===== src/rtl/led_pattern_gen.sv =====
`default_nettype none
// ============================================================================
// Module      : led_pattern_gen
// Description : Multi-pattern LED bank driver with a shared step timer.
//               Patterns: rotate left, rotate right, bounce, fill/drain.
//               Provides a step enable, immediate mode reload and a
//               registered one-cycle step strobe.
// Revision    : 1.0 - initial release
// ============================================================================
module led_pattern_gen #(
    parameter int unsigned           LED_W   = 8,
    parameter int unsigned           CNT_W   = 24,
    parameter logic [CNT_W-1:0]      CNT_MAX = 24'd2
) (
    input  logic             sys_clk,
    input  logic             sys_rst_n,
    input  logic             en,
    input  logic [1:0]       mode,
    output logic [LED_W-1:0] led_out,
    output logic             step
);

    // Pattern selection codes
    localparam logic [1:0] MODE_ROL    = 2'd0;
    localparam logic [1:0] MODE_ROR    = 2'd1;
    localparam logic [1:0] MODE_BOUNCE = 2'd2;
    localparam logic [1:0] MODE_FILL   = 2'd3;

    // Fill/drain phase encoding
    localparam logic [0:0] PH_FILL  = 1'b0;
    localparam logic [0:0] PH_DRAIN = 1'b1;

    // Bounce direction encoding
    localparam logic [0:0] DIR_LEFT  = 1'b0;
    localparam logic [0:0] DIR_RIGHT = 1'b1;

    // Seeds: lowest LED for most patterns, highest LED for rotate right
    localparam logic [LED_W-1:0] SEED_LSB = LED_W'(1);
    localparam logic [LED_W-1:0] SEED_MSB = SEED_LSB << (LED_W - 1);

    logic [CNT_W-1:0] counter_q, counter_d;
    logic [1:0]       mode_q,    mode_d;
    logic [0:0]       dir_q,     dir_d;
    logic [0:0]       phase_q,   phase_d;
    logic [LED_W-1:0] led_q,     led_d;
    logic             step_q,    step_d;

    // Next-state: mode reload beats the enable; terminal count advances the pattern
    always_comb begin
        counter_d = counter_q;
        mode_d    = mode_q;
        dir_d     = dir_q;
        phase_d   = phase_q;
        led_d     = led_q;
        step_d    = 1'b0;

        if (mode != mode_q) begin
            // Any mode change reloads the seed immediately, even with en low
            mode_d    = mode;
            led_d     = (mode == MODE_ROR) ? SEED_MSB : SEED_LSB;
            counter_d = '0;
            dir_d     = DIR_LEFT;
            phase_d   = PH_FILL;
        end else if (en) begin
            if (counter_q != CNT_MAX) begin
                counter_d = counter_q + CNT_W'(1);
            end else begin
                counter_d = '0;
                step_d    = 1'b1;
                case (mode_q)
                    MODE_ROL: begin
                        led_d = {led_q[LED_W-2:0], led_q[LED_W-1]};
                    end
                    MODE_ROR: begin
                        led_d = {led_q[0], led_q[LED_W-1:1]};
                    end
                    MODE_BOUNCE: begin
                        // Direction turns as soon as an end LED becomes lit,
                        // so each end LED is shown for a single step
                        if (dir_q == DIR_LEFT) begin
                            led_d = {led_q[LED_W-2:0], 1'b0};
                            if (led_d[LED_W-1]) begin
                                dir_d = DIR_RIGHT;
                            end
                        end else begin
                            led_d = {1'b0, led_q[LED_W-1:1]};
                            if (led_d[0]) begin
                                dir_d = DIR_LEFT;
                            end
                        end
                    end
                    default: begin
                        // Fill shifts ones in from the bottom, drain shifts zeros
                        led_d = {led_q[LED_W-2:0], (phase_q == PH_FILL)};
                        if ((phase_q == PH_FILL) && (&led_d)) begin
                            phase_d = PH_DRAIN;
                        end else if ((phase_q == PH_DRAIN) && !(|led_d)) begin
                            phase_d = PH_FILL;
                        end
                    end
                endcase
            end
        end
    end

    // State registers with synchronous active-low reset
    always_ff @(posedge sys_clk) begin
        if (!sys_rst_n) begin
            counter_q <= '0;
            mode_q    <= MODE_ROL;
            dir_q     <= DIR_LEFT;
            phase_q   <= PH_FILL;
            led_q     <= SEED_LSB;
            step_q    <= 1'b0;
        end else begin
            counter_q <= counter_d;
            mode_q    <= mode_d;
            dir_q     <= dir_d;
            phase_q   <= phase_d;
            led_q     <= led_d;
            step_q    <= step_d;
        end
    end

    assign led_out = led_q;
    assign step    = step_q;

endmodule
`default_nettype wire


===== config.mk =====
export PLATFORM = sky130hd
export DESIGN_NAME = led_pattern_gen
export DESIGN_NICKNAME = d
export VERILOG_FILES = /design/src/rtl/led_pattern_gen.sv
export SDC_FILE = /design/constraint.sdc
export NUM_CORES = 1
export LEC_CHECK = 0
export CAP_MARGIN = 10
export CORE_UTILIZATION = 30
export CTS_CLUSTER_SIZE = 25
export DETAILED_ROUTE_END_ITERATION = 16
export PLACE_DENSITY = 0.55
export SLEW_MARGIN = 20
export SYNTH_ARGS = -nofsm -noshare
export SYNTH_HDL_FRONTEND = slang
export SYNTH_SLANG_ARGS = --single-unit

===== constraint.sdc =====
create_clock -name sys_clk -period 1.8 [get_ports sys_clk]
set_input_delay 0.27 -clock sys_clk [delete_from_list [all_inputs] [get_ports sys_clk]]
set_output_delay 0.27 -clock sys_clk [all_outputs]
set_load 0.02 [all_outputs]

### Word-level counts from Yosys, hierarchy flattened

Cells that the tools add are included.

* flip-flop bits (word level): 37
* input port bits: 5

* $add $sub $neg: 1
* equality and inequality tests: 6
* muxes and demuxes: 13
* bitwise gates (word level): 5
* reductions and logical operators: 14

Operators by type and width (number)
* $mux W8: 5
* $add A24 B1 Y24 const B: 1
* $mux W24: 1
* $ne A24 B2 Y1 const B: 1
* $pmux W8 S3: 1
* $reduce_and A8 Y1: 1
* $reduce_or A8 Y1: 1
* $mux W1: 6
* $reduce_or A3 Y1: 2
* $not A1 Y1: 5
* $eq A2 B1 Y1 const B: 2
* $reduce_and A4 Y1: 1
* $reduce_bool A2 Y1: 2
* $reduce_and A3 Y1: 1
* $eq A2 B2 Y1 const B: 1
* $logic_and A1 B1 Y1: 2
* $logic_not A2 Y1: 1
* $ne A2 B2 Y1: 1
* $ne A2 B2 Y1 const B: 1
* $reduce_and A2 Y1: 1
* $reduce_or A2 Y1: 1
* $logic_not A1 Y1: 1

### Longest topological paths before layout

Gate-level depths: netlist of run 1.

* depth after elaboration: 6
* depth in mapped cells: 7
* depth with buffers taken out: 6

### Least setup slack after synthesis of run 1

No wires, ideal clock.

* path kind: reg-to-reg
* start point: register counter_q[0]
* end point: register counter_q[16]
* setup time: 71 ps
* arrival: 1713 ps
* slack: 16 ps
* cell stages (with the launch flop): 6
* buffers on the path: 0
* clock period less this slack: 1784 ps
* cell sequence: dfxtp_1 > ha_1 > nand2_1 > or4_1 > or3_1 > a21oi_1

* word-level cells in the longest chain between the ends: 2
* elaborated cells on any way between the ends: 3
* classes of those cells: add/sub (1); eq/ne (1); mux (1)

RTL lines
* start: declaration: RTL line 41 `logic [CNT_W-1:0] counter_q, counter_d;`
* start signal: assignment: RTL line 116 `counter_q <= counter_d;`
* $add A24 B1 Y24 / $ne A24 B2 Y1 (equally long branches): RTL line 66, 65
* $mux W24 *: RTL line 65 `if (counter_q != CNT_MAX) begin`

Mark *: on every way between the ends. The rest lies on a longest branch, timed or not.
A chain may end at the register's enable or synchronous reset.

### Final worst setup path of run 1

* start point: register counter_q[0]
* end point: register dir_q

* word-level cells in the longest chain between the ends: 3

RTL lines
* $ne A24 B2 Y1: RTL line 65
* $not A1 Y1 (no source line)
* $reduce_and A3 Y1 (no source line)
* end signal: assignment: RTL line 118 `dir_q <= dir_d;`
* end: declaration: RTL line 43 `logic [0:0] dir_q, dir_d;`

Every way passes these cells.

==> results of run 1 <==
cell usage after synthesis, types with 5 or more instances:
| master | instances | area share |
|---|---|---|
| o211ai_1 | 6 | 0.024 |
| clkbuf_1 | 9 | 0.018 |
| inv_1 | 8 | 0.016 |
| and3_1 | 7 | 0.023 |
| nor3_1 | 11 | 0.029 |
| nand3_1 | 5 | 0.013 |
| nor2_1 | 20 | 0.040 |
| dfxtp_1 | 37 | 0.39 |
| nor4_1 | 11 | 0.036 |
| a2111oi_0 | 7 | 0.032 |
| o21ai_0 | 6 | 0.016 |
| a21oi_1 | 15 | 0.040 |
| nand2_1 | 21 | 0.042 |
| nand4_1 | 7 | 0.023 |
| xor2_1 | 5 | 0.023 |
| xnor2_1 | 10 | 0.046 |
| or3_1 | 6 | 0.020 |
cell families (layout without fill, tap and decap cells):
family | after synthesis | after routing | synth area share
simple gates | 109 | 109 | 0.3131
buf+inv | 20 | 80 | 0.04293
fa+ha+maj | 2 | 2 | 0.01321
compound gates | 48 | 48 | 0.1704
xor+xnor | 15 | 15 | 0.06935
flops | 37 | 37 | 0.3910
worst max-delay path by stage:
stage | startpoint | to | slack [ps] | depth (start not counted)
6_report | counter_q[0] | dir_q | -30 | 8
5_1_grt | counter_q[0] | dir_q | -110 | 8
4_1_cts | counter_q[0] | dir_q | -50 | 8
3_5_place_dp | en | counter_q[15] | -370 | 5
3_3_place_gp | en | counter_q[21] | -360 | 5
2_1_floorplan | counter_q[0] | counter_q[16] | 20 | 5
cell type report:
class,instances,area share
sequential,37,0.2746
tap,75,0.03426
multi-input combinational,174,0.4491
inverter,8,0.01096
timing repair buffer,65,0.1996
clock buffer,7,0.03152
placed cells by master, fill, tap and decap left out, types with 7 or more instances in the layout:
master	n
a21oi_1	12
nor4_1	9
inv_1	7
nor3_1	11
clkdlybuf4s50_1	12
buf_4	47
nand2_1	21
dfxtp_2	9
xnor2_1	10
and3_1	7
nand4_1	7
dfxtp_1	28
nor2_1	20
tightest hold or removal path, delay by kind of cell (launching register included):
kind	cells	cell delay, ps
simple gates	1	60
compound gates	1	50
flops	1	330
timing repair:
item                       in CTS  in global routing
buffers inserted                3                  0
pin swaps                       1                  5
cloned                          0                  1
resized for setup               5                 47
setup endpoints to repair      28                 32
metal layers:
layer | share of wire | wire [um] | vias up | global-route usage
met3 | 0.028 | 146 | 7 | 0.03778
met2 | 0.45 | 2385 | 28 | 0.2433
li1 | - | - | 976 | -
met1 | 0.51 | 2686 | 919 | 0.2525
met4 | 0.015 | 78 | 0 | 0.05893
met5 | 0 | 0 | - | 0
power breakdown:
part	leakage, nW	switching, mW	internal (mW)
combinational	0.599	0.0816	0.0769
sequential	0.304	0.0109	0.828
clock	0.0443	0.294	0.304
total	0.947	0.386	1.21
state kept, by name (all words and copies together) (netlist names):
| signal | count |
|---|---|
| step | 1 |
| dir_q | 1 |
| counter_q | 24 |
| phase_q | 1 |
| mode_q | 2 |
| led_out | 8 |
==> results.md, run 1 <==
* Final critical-path share of the clock period at 1.019
* Die Ht at 81.47 um
* Critical path buffers and inverters at 3
* Starting DRT DRC Count at 107
* Clk Latency, worst-skew pair at 290 ps
* Vias in the first global route at 1757
* CTS clk-pin slew, worst paths at 70 ps
* Max-cap viol count at 0
* Post-synth EDFFs at 0
* CTS max path bufs at 2
* GPL Wtd Cong at 0.8254
* Reg2Reg Depth at 8
* Number of vias per cell at 5.273
* Peak supply drop at 314.8 uV
* Setup TNS at -33.90 ps
* Register Area at 752.0 um2
* Cells after Synth at 231
* Worst-Margin Slew at 421.2 ps
* Layout cells sized above 1 at 0.3196
* Port Buffers at 13
* Crit Path Category: flip-flop to flip-flop
* Placed cell count at 355
* Post-DP HPWL at 3586 um
* Worst rel slew slack at 0.7170
* DR pass1 iterations at 4
* First-pass GRT wire length at 8652 um
* Yosys warns at 0
* Asr flop ratio synth at 0
* Gr usage total at 0.1719
* # diodes at 0
* Critical path arrival at 2070 ps
* Max Slew Vio Count at 0
* GRT Residual Overflow at 0
* Worst Hold Endpoint: phase_q
* Post-synthesis sequential area ratio at 0.3910
* CP Cell Sequence: inv_2 -> ha_4 -> nor4b_4 -> buf_4 -> nand4_1 -> buf_6 -> or4_4 -> a21oi_2
* R2r startpoint: counter_q[0]
* Via count at 1930
* Final WL at 5296 um
* Max Fclk at 545.3 MHz
* Leakage power at 0.9468 nW
* Die W at 81.47 um
* H-tree levels at 2
* Tmin final at 1834 ps
* P&R area growth vs syn at 44.58%
* Tot Pwr at 1.595 mW
* Hold Slack at 481.9 ps
* Root Driver: clkbuf_8
* Initial antenna violation count at 0
* Worst Setup End Kind: flip-flop
* Remaining DRCs at 0
* Syn Std Cell Area at 0.001894 mm2
* Final Instance Area at 0.002739 mm2
* Rows at 28
* CP Max Fanout at 6
* Failing checks: negative setup slack
* Final-report hold violation count at 0
* CP max stage delay at 410 ps
* Non-filler cells, final at 366
* Status: finished, violations left
* Die footprint at 0.006637 mm2
* DR WL/cell at 14.47 um
* Ports at 14
* Placed inst area at 0.002440 mm2
* CP max stage cell: or4_4
* Worst Skew at 4.855 ps
* CTS Buf Count at 5
* Hold_sp: phase_q
* Clock sink total at 37
* Hold Path Stages at 2
* Pre-CTS setup slack at -371.5 ps
* Top FF cell, synth: dfxtp_1
* Fin nets at 298
* R2r endpoint: dir_q
* Fin util at 0.4572
* Hold Buf Count CTS at 0
* CP delay by family, top: simple AND/OR/NAND/NOR gates
* RSZ-0062 raised after global routing: true
* Hold Crit Class: flip-flop to flip-flop
* Starting Density at 0.3162
* TritonCTS clock tree: built
* Fill cells at 587
* Syn Area/Cell at 8.201 um2
* Synth Register Bits at 37
* Cell Pwr Density at 582.4 mW/mm2
* ANT nets after route at 0
* Post-Syn Nets at 238
* Core Box Area at 0.005991 mm2
* Reg2reg setup slack at -30 ps
* Multi-input logic area at 0.001230 mm2
* Count of cell types in the netlist at 43
* Largest net degree at the start of global routing at 21
* Final setup violation count at 1
* Startpoint types: flip-flop
* Setup ws final at -33.90 ps
* Critical Path RT at 2030 ps
No activity file was read; power rests on OpenSTA's default activity.
==> run 2, diff against run 1 <==
--- a/config.mk
+++ b/config.mk
@@ -9,7 +9,8 @@
 export CORE_UTILIZATION = 30
 export CTS_CLUSTER_SIZE = 25
 export DETAILED_ROUTE_END_ITERATION = 16
-export PLACE_DENSITY = 0.55
+export DONT_BUFFER_PORTS = 1
+export PLACE_DENSITY = 0.52
 export SLEW_MARGIN = 20
 export SYNTH_ARGS = -nofsm -noshare
 export SYNTH_HDL_FRONTEND = slang
==> run 2 against run 1 <==
  * The run now ends clean
  * Die area stayed put
  * Design area is 9.5% lower
  * Power is 0.39% higher
  * Combinational power is 31% lower
  * Global-route usage is 0.91 points lower
  * Hold slack worse by 420 ps
  * Wire length is 5.6% lower
  * Non-clock buffer count is 24 lower
  * Largest cell class unchanged
==> results.md, run 2 (synthesis gave the netlist of run 1 again) <==
* GPL Wtd Cong at 0.7766
* CTS Buf Count at 5
* Placed cell count at 334
* Leakage power at 0.8411 nW
* Cell Pwr Density at 645.7 mW/mm2
* CP Max Fanout at 6
* DR WL/cell at 14.57 um
* Layout cells sized above 1 at 0.2873
* Root Driver: clkbuf_8
* Core Box Area at 0.005991 mm2
* Max reg flops at 24
* Final-report hold violation count at 0
* First-pass GRT wire length at 8280 um
* TritonCTS clock tree: built
* Port Buffers at 0
* GRT Residual Overflow at 0
* Max Slew Vio Count at 0
* Largest net degree at the start of global routing at 21
* RSZ-0062 raised after global routing: true
* DR pass1 iterations at 4
* Final critical-path share of the clock period at 0.9628
* Commonest non-fill, non-tap cells in the layout: buf_4 (37), dfxtp_1 (30), nand2_1 (20), nor2_1 (20), a21oi_1 (13)
* Die W at 81.47 um
* Logic pwr share at 0.068
* Fill cells at 594
* Register bank with the most flops: counter_q
* Initial antenna violation count at 0
* Net Switching at 0.3834 mW
* Internal at 1.218 mW
* Hold Crit Class: input pin to flip-flop
* Final setup violation count at 0
* Clock sink total at 37
* Critical path arrival at 1900 ps
* Total setup buffers inserted after CTS at 0
* Crit Path Category: flip-flop to flip-flop
* Tmin final at 1733 ps
* Max-cap viol count at 0
* Sequential Power Share at 0.525
* Final Instance Area at 0.002480 mm2
* Worst-Margin Slew at 476.6 ps
* Rows at 28
* Vias in the first global route at 1719
* CTS max path bufs at 2
* Clk pwr share at 0.407
* Via count at 1829
* Die Ht at 81.47 um
* Worst rel slew slack at 0.6815
* Startpoint types: flip-flop
* ANT nets after route at 0
* Clk Latency, worst-skew pair at 300 ps
* Worst Setup End Kind: flip-flop
* CTS clk-pin slew, worst paths at 80 ps
* Final WL at 4997 um
* Post-DP HPWL at 3476 um
* Fin nets at 274
* Worst Skew at 11.62 ps
* Placed inst area at 0.002250 mm2
* Commonest non-fill, non-tap cell in the layout: buf_4
* Die footprint at 0.006637 mm2
* Starting DRT DRC Count at 112
* H-tree levels at 2
* Ports at 14
* Number of vias per cell at 5.332
* Status: finished clean
* Non-filler cells, final at 343
* Peak supply drop at 331.7 uV
* Net Sw Frac at 0.2395
* Remaining DRCs at 0
* Gr usage total at 0.1628
* Max Fclk at 577.0 MHz
* Starting Density at 0.3162
* P&R area growth vs syn at 30.91%
* # diodes at 0
* Critical Path RT at 1960 ps
-- run 2: per-layer routing --
metal	up-vias	part of all wire	wire length (um)	track usage
li1	931	-	-	-
met1	862	0.52	2587	0.2329
met2	31	0.44	2184	0.2350
met3	5	0.032	160	0.03333
met4	0	0.013	64	0.06607
met5	-	0	0	0
-- run 2: final cells by class --
type | count | area (um2) | area share
multi-input cells | 174 | 1177 | 0.4748
flip-flops and latches | 37 | 752.0 | 0.3032
inverters | 8 | 30.03 | 0.01211
clock inverters | 1 | 5.005 | 0.002018
clock buffers | 7 | 96.34 | 0.03885
well taps | 75 | 93.84 | 0.03784
repair buffers | 41 | 325.3 | 0.1312
-- run 2: repair_timing --
item	CTS	global route
resized for setup	4	32
pin swaps	0	9
gates cloned	0	1
setup endpoints to repair	13	34
hold buffers	0	0
-- run 2: worst paths after layout --
| kind | start | to | slack, ps | cells past startpoint |
|---|---|---|---|---|
| min reg2reg | counter_q[23] | counter_q[23] | 500 | 2 |
| max reg2reg | counter_q[10] | led_out[4] | 70 | 6 |
| max | counter_q[10] | led_out[4] | 70 | 6 |
| min | en | counter_q[1] | 60 | 1 |
-- run 2: worst max-delay path, stage by stage (launching register included) --
cell       delay, ps
dfxtp_2          330
nor4b_2          280
buf_4            160
nand4_1          150
buf_2            220
a2111oi_0        380
nor3_1            70
-- run 2: through the flow --
| stage | utilization | setup TNS (ps) | setup slack, ps | total power [mW] | hold WS (ps) |
|---|---|---|---|---|---|
| floorplan | - | 0 | 16.12 | 0.9242 | 382.2 |
| global placement | 0.3755 | -188.8 | -79.22 | 0.9622 | 367.5 |
| detailed placement | 0.3755 | -193.3 | -86.56 | 0.9612 | 371.2 |
| CTS | 0.3958 | 0 | 0.7934 | 1.613 | 59.00 |
| global route | 0.4140 | -134.9 | -46.83 | 1.658 | 60.19 |
| finish | 0.4140 | 0 | 66.97 | 1.601 | 57.84 |
-- run 2: power by group through the flow --
stage | combinational (mW) | clock (mW) | sequential [mW]
2_1_floorplan | 0.0607 | 0 | 0.864
3_3_place_gp | 0.102 | 0 | 0.860
3_5_place_dp | 0.101 | 0 | 0.860
4_1_cts | 0.102 | 0.670 | 0.841
5_1_grt | 0.119 | 0.697 | 0.842
6_report | 0.109 | 0.651 | 0.841
==> run 3, diff against run 2 <==
--- a/config.mk
+++ b/config.mk
@@ -5,11 +5,13 @@
 export SDC_FILE = /design/constraint.sdc
 export NUM_CORES = 1
 export LEC_CHECK = 0
+export ABC_CLOCK_PERIOD_IN_PS = 1800
 export CAP_MARGIN = 10
 export CORE_UTILIZATION = 30
 export CTS_CLUSTER_SIZE = 25
 export DETAILED_ROUTE_END_ITERATION = 16
 export DONT_BUFFER_PORTS = 1
+export GPL_TIMING_DRIVEN = 0
 export PLACE_DENSITY = 0.52
 export SLEW_MARGIN = 20
 export SYNTH_ARGS = -nofsm -noshare
==> run 3 against run 2 <==
  * The run now ends with negative setup slack left
  * First-iteration DRC count up 8.0%
  * Global-route usage down 1.2 points
  * Hold slack better by 38 ps
==> results.md, run 3 (synthesis gave the netlist of run 1 again) <==
* CP Max Fanout at 8
* CP max stage cell: or4_4
* H-tree levels at 2
* CTS max path bufs at 2
* First-pass GRT wire length at 7631 um
* ANT nets after route at 0
* Worst rel slew slack at 0.6605
* Commonest non-fill, non-tap cells in the layout: nor2_1 (20), nand2_1 (19), dfxtp_1 (18)
* Core Box Area at 0.005991 mm2
* Gr usage total at 0.1513
* Status: finished, violations left
* P&R area growth vs syn at 29.92%
* Root Driver: clkbuf_8
* Max reg flops at 24
* CP Cell Sequence: nand4_1 -> or4_4 -> buf_6 -> or3_1 -> a21oi_2
* GRT Residual Overflow at 0
* Max-cap viol count at 0
* Tmin final at 1852 ps
* Die W at 81.47 um
* Largest net degree at the start of global routing at 11
* Leakage power at 0.7357 nW
* Fill cells at 572
* Worst Skew at 6.079 ps
* Starting DRT DRC Count at 121
* Post-DP HPWL at 3131 um
* Crit Path Category: flip-flop to flip-flop
* Ports at 14
* Cell Pwr Density at 630.3 mW/mm2
* # diodes at 0
* Pre-CTS setup slack at -362.1 ps
* Reg2reg setup slack at -50 ps
* Tot Pwr at 1.551 mW
* Commonest non-fill, non-tap cell in the layout: nor2_1
* Register Area at 774.5 um2
* Rows at 28
* Clk Latency, worst-skew pair at 290 ps
* Multi-input logic area at 0.001336 mm2
* Number of vias per cell at 5.624
* Non-filler cells, final at 319
* Setup ws final at -52.12 ps
* Die Ht at 81.47 um
* Startpoint types: flip-flop
* Remaining DRCs at 0
* DR pass1 iterations at 4
* GPL Wtd Cong at 0.7537
* Peak supply drop at 415.3 uV
* Final-report hold violation count at 0
* Layout cells sized above 1 at 0.2951
* DR WL/cell at 15.66 um
* Max Slew Vio Count at 0
* TritonCTS clock tree: built
* Reg2Reg Depth at 5
* CTS Buf Count at 5
* Critical Path RT at 2020 ps
* Initial antenna violation count at 0
* Starting Density at 0.3162
* Via count at 1794
* Register bank with the most flops: counter_q
* Final setup violation count at 1
* R2r startpoint: counter_q[2]
* Clock sink total at 37
* Max Fclk at 539.9 MHz
* Placed cell count at 306
* CP max stage delay at 590 ps
* Final WL at 4996 um
* Critical path arrival at 2070 ps
* Hold_sp: mode[0]
* Fin nets at 251
* RSZ-0062 raised after global routing: true
* Worst Setup End Kind: flip-flop
* Failing checks: negative setup slack
* Worst-Margin Slew at 508.5 ps
* Worst Hold Endpoint: mode_q[0]
* Final critical-path share of the clock period at 1.029
* Die footprint at 0.006637 mm2
* Vias in the first global route at 1516
* Port Buffers at 0
* R2r endpoint: counter_q[21]
* CTS clk-pin slew, worst paths at 70 ps
* Hold Crit Class: input pin to flip-flop
* Hold Path Stages at 2
run 3: changes by cell type in the layout (fill, tap and decap cells not counted), moves of 2 or more:
cell       previous run  this run
a2111oi_4             0         6
or3_1                 4         6
dfxtp_1              30        18
or3_4                 2         0
dfxtp_4               1         4
buf_4                37        11
and4_1                3         1
dfxtp_2               6        15
clkbuf_2              0         3
a2111oi_0             2         0
and4_2                0         2
a2111oi_1             3         0
run 3: power breakdown:
part / switching [mW] / internal (mW)
Combinational: 0.0677 / 0.0409
Sequential: 0.0251 / 0.823
Clock: 0.290 / 0.304
Total: 0.383 / 1.17
run 3: area by class of cell:
cell class / count / share of cell area
multi-input combinational: 174 / 0.5430
tap: 75 / 0.03813
sequential: 37 / 0.3147
buffer: 8 / 0.02491
inverter: 8 / 0.01220
clock buffer: 7 / 0.03508
timing repair buffer: 10 / 0.03203
run 3: per-stage QoR:
stage / hold slack [ps] / util / instance area, um2 / setup TNS [ps]
3_3_place_gp: 397.2 / 0.3319 / 1988 / -8960
6_report: 96.18 / 0.4108 / 2461 / -52.12
5_1_grt: 88.53 / 0.4108 / 2461 / -392.3
2_1_floorplan: 382.2 / - / 1894 / 0
4_1_cts: 92.25 / 0.3649 / 2186 / -3.832
3_5_place_dp: 397.8 / 0.3319 / 1988 / -9712
run 3: timing repair:
action / 4_1_cts / 5_1_grt
resized for setup: 31 / 58
setup endpoints to repair: 35 / 23
hold buffers: 0 / 0
setup buffers: 4 / 5
pin swaps: 4 / 20
gates cloned: 1 / 0
run 3: routing by layer:
metal / vias up / global-route usage / routed length (um)
met4: 0 / 0.06964 / 102
met3: 8 / 0.03111 / 185
met1: 865 / 0.2126 / 2377
met5: - / 0 / 0
met2: 35 / 0.2192 / 2331
li1: 886 / - / -
run 3: worst max path at each step:
stage	from	end	slack, ps	depth (start not counted)
final	counter_q[2]	counter_q[21]	-50	5
after global routing	counter_q[2]	counter_q[21]	-90	5
after CTS	counter_q[1]	counter_q[20]	-4	5
after detailed placement	counter_q[1]	counter_q[9]	-360	6
after global placement	counter_q[1]	led_out[6]	-350	6
after floorplan	counter_q[0]	counter_q[16]	20	5
run 3: critical path, delay by kind of cell (launching register included):
kind / cells / cell delay, ps
buffers and inverters: 1 / 150
DFF: 1 / 380
AOI/OAI and AO/OA: 1 / 150
and+or+nand+nor: 3 / 1110
==> variant, RTL diff (settings of run 2) <==
Change the parameter `LED_W` from 8 to 12.
--- a/src/rtl/led_pattern_gen.sv
+++ b/src/rtl/led_pattern_gen.sv
@@ -8,7 +8,7 @@
 // Revision    : 1.0 - initial release
 // ============================================================================
 module led_pattern_gen #(
-    parameter int unsigned           LED_W   = 8,
+    parameter int unsigned           LED_W   = 12,
     parameter int unsigned           CNT_W   = 24,
     parameter logic [CNT_W-1:0]      CNT_MAX = 24'd2
 ) (
Interface: changed (resized led_out); port bits go from 14 to 18. The function was not compared with the original's and may differ.
==> variant against run 2 <==
- sequential cell count is 4 higher
- wire length is 13% lower
- total power rose by 14%
- critical endpoint is now dir_q$_SDFFE_PP0P_
- largest power group unchanged
- largest cell class unchanged
- cell count fell by 5.2%
- setup slack better by 0.024 ns
- combinational power rose by 6%
- cell area down 0.96%
- synthesized area rose by 11%
==> variant: results (changes against run 2) <==
{| class="wikitable"
! Metric !! Value
|-
| Internal Dissipation || 1421 uW (was 1218 uW)
|-
| Combinational gate power || 115 uW (was 109 uW)
|-
| Compound-Gate Fraction of Synth Area || 9.313% (was 17.04%)
|-
| Worst Path Max Fanout || 5 (was 6)
|-
| Part of the power in combinational logic || 6.3% (was 6.8%)
|-
| Max rail drop VDD || 0.3872 mV (was 0.3317 mV)
|-
| Most numerous cell types in the synthesized netlist || 41 x sky130_fd_sc_hd__dfxtp_1, 28 x sky130_fd_sc_hd__nor2_1, 18 x sky130_fd_sc_hd__xor2_1 (was 37 x sky130_fd_sc_hd__dfxtp_1, 21 x sky130_fd_sc_hd__nand2_1, 20 x sky130_fd_sc_hd__nor2_1)
|-
| Fraction of synthesized area in multiplexers || 5.313% (was 0%)
|-
| Number of vias in the routed layout || 1,597 (was 1,829)
|-
| Top area cells in the synthesized netlist || sky130_fd_sc_hd__dfxtp_1 39%, sky130_fd_sc_hd__xor2_1 7.5%, sky130_fd_sc_hd__nor2_1 5.0%, sky130_fd_sc_hd__mux2i_1 4.8%, sky130_fd_sc_hd__nand4_1 3.3% (was sky130_fd_sc_hd__dfxtp_1 39%, sky130_fd_sc_hd__xnor2_1 4.6%, sky130_fd_sc_hd__nand2_1 4.2%, sky130_fd_sc_hd__a21oi_1 4.0%, sky130_fd_sc_hd__nor2_1 4.0%)
|-
| Share of cells above drive strength 1 || 25.71% (was 28.73%)
|-
| Layout fillers || 699 (was 594)
|-
| Register area share after synthesis || 39.16% (was 39.10%)
|-
| Pre-CTS setup slack || 0.03501 ns (was -0.08656 ns)
|-
| Leakage power total || 0.0008730 uW (was 0.0008411 uW)
|-
| Wire length the detailed router placed on met1 || 2.244 mm (was 2.587 mm)
|-
| Wire length of the first global-routing pass || 7.348 mm (was 8.280 mm)
|-
| Outcome || finished clean (unchanged)
|-
| Adder and majority cell fraction of the synthesized area || 1.194% (was 1.321%)
|-
| Syn_nets || 230 (was 238)
|-
| DRC marker count from the first detailed-route iteration || 28 (was 112)
|-
| Sum of routed wire length over all layers || 4.350 mm (was 4.997 mm)
|-
| Number of different library cells in the post-synthesis netlist || 45 (was 43)
|-
| Nets || 251 (was 274)
|-
| Top cell type's share of synthesized area || 39.16% (was 39.10%)
|-
| Placer's final routability congestion estimate || 0.7395 (was 0.7766)
|-
| GR Util All Layers || 12.67% (was 16.28%)
|-
| Actual slew at the worst max-slew pin || 0.4288 ns (was 0.4766 ns)
|-
| Post-DP HPWL || 3.030 mm (was 3.476 mm)
|-
| Routed length on met3 || 92 um (was 160 um)
|-
| Pin count of the biggest net entering global routing || 25 (was 21)
|-
| Crit path max-delay cell type || sky130_fd_sc_hd__dfxtp_1 (was sky130_fd_sc_hd__a2111oi_0)
|-
| CP peak stage delay || 0.33 ns (was 0.38 ns)
|-
| Reg power frac || 50.9% (was 52.5%)
|-
| Xor-xnor portion of the synthesized cell area || 10.03% (was 6.935%)
|}
==> variant: changes by cell type in the layout (fill, tap and decap cells not counted), moves of 10 or more <==
cell / change
sky130_fd_sc_hd__mux2i_1: +10
sky130_fd_sc_hd__xor2_1: +13
sky130_fd_sc_hd__dfxtp_1: +11
sky130_fd_sc_hd__a21oi_1: -13
sky130_fd_sc_hd__nor2_2: +11
sky130_fd_sc_hd__buf_4: -16
==> variant: path summary, 6_finish.rpt <==
kind	start	end	slack, ns	cells past startpoint
worst max register to register	counter_q[0]$_SDFFE_PP0P_	dir_q$_SDFFE_PP0P_	0.09	8
worst min register to register	counter_q[19]$_SDFFE_PP0P_	counter_q[19]$_SDFFE_PP0P_	0.54	2
worst min-delay path	en	counter_q[1]$_SDFFE_PP0P_	0.06	1
worst max-delay path	counter_q[0]$_SDFFE_PP0P_	dir_q$_SDFFE_PP0P_	0.09	8
==> variant: per-stage QoR <==
stage / instances / area, um2
floorplan: 223 / 2096
global placement: 315 / 2295
detailed placement: 315 / 2295
CTS: 323 / 2411
global route: 325 / 2456
finish: 325 / 2456
==> variant: final cells by class <==
class / instances / area [um2] / share of cell area [%]
Clock buffer: 7 / 86.33 / 3.515
Clock inverter: 1 / 30.03 / 1.223
Inverter: 5 / 18.77 / 0.7641
Multi-Input combinational cell: 166 / 1189 / 48.40
Sequential cell: 41 / 820.8 / 33.42
Tap cell: 80 / 100.1 / 4.075
Timing Repair Buffer: 25 / 211.5 / 8.609
==> variant: what timing repair did <==
action / 4_1_cts / 5_1_grt
endpoints found under the setup margin: 0 / 37
resized for setup: 0 / 6
buffers inserted: 0 / 2
==> variant: metal layers <==
metal	vias up	GRT usage, %
li1	831	-
met1	743	17.25
met2	18	19.35
met3	5	2.695
met4	0	5.455
met5	-	0
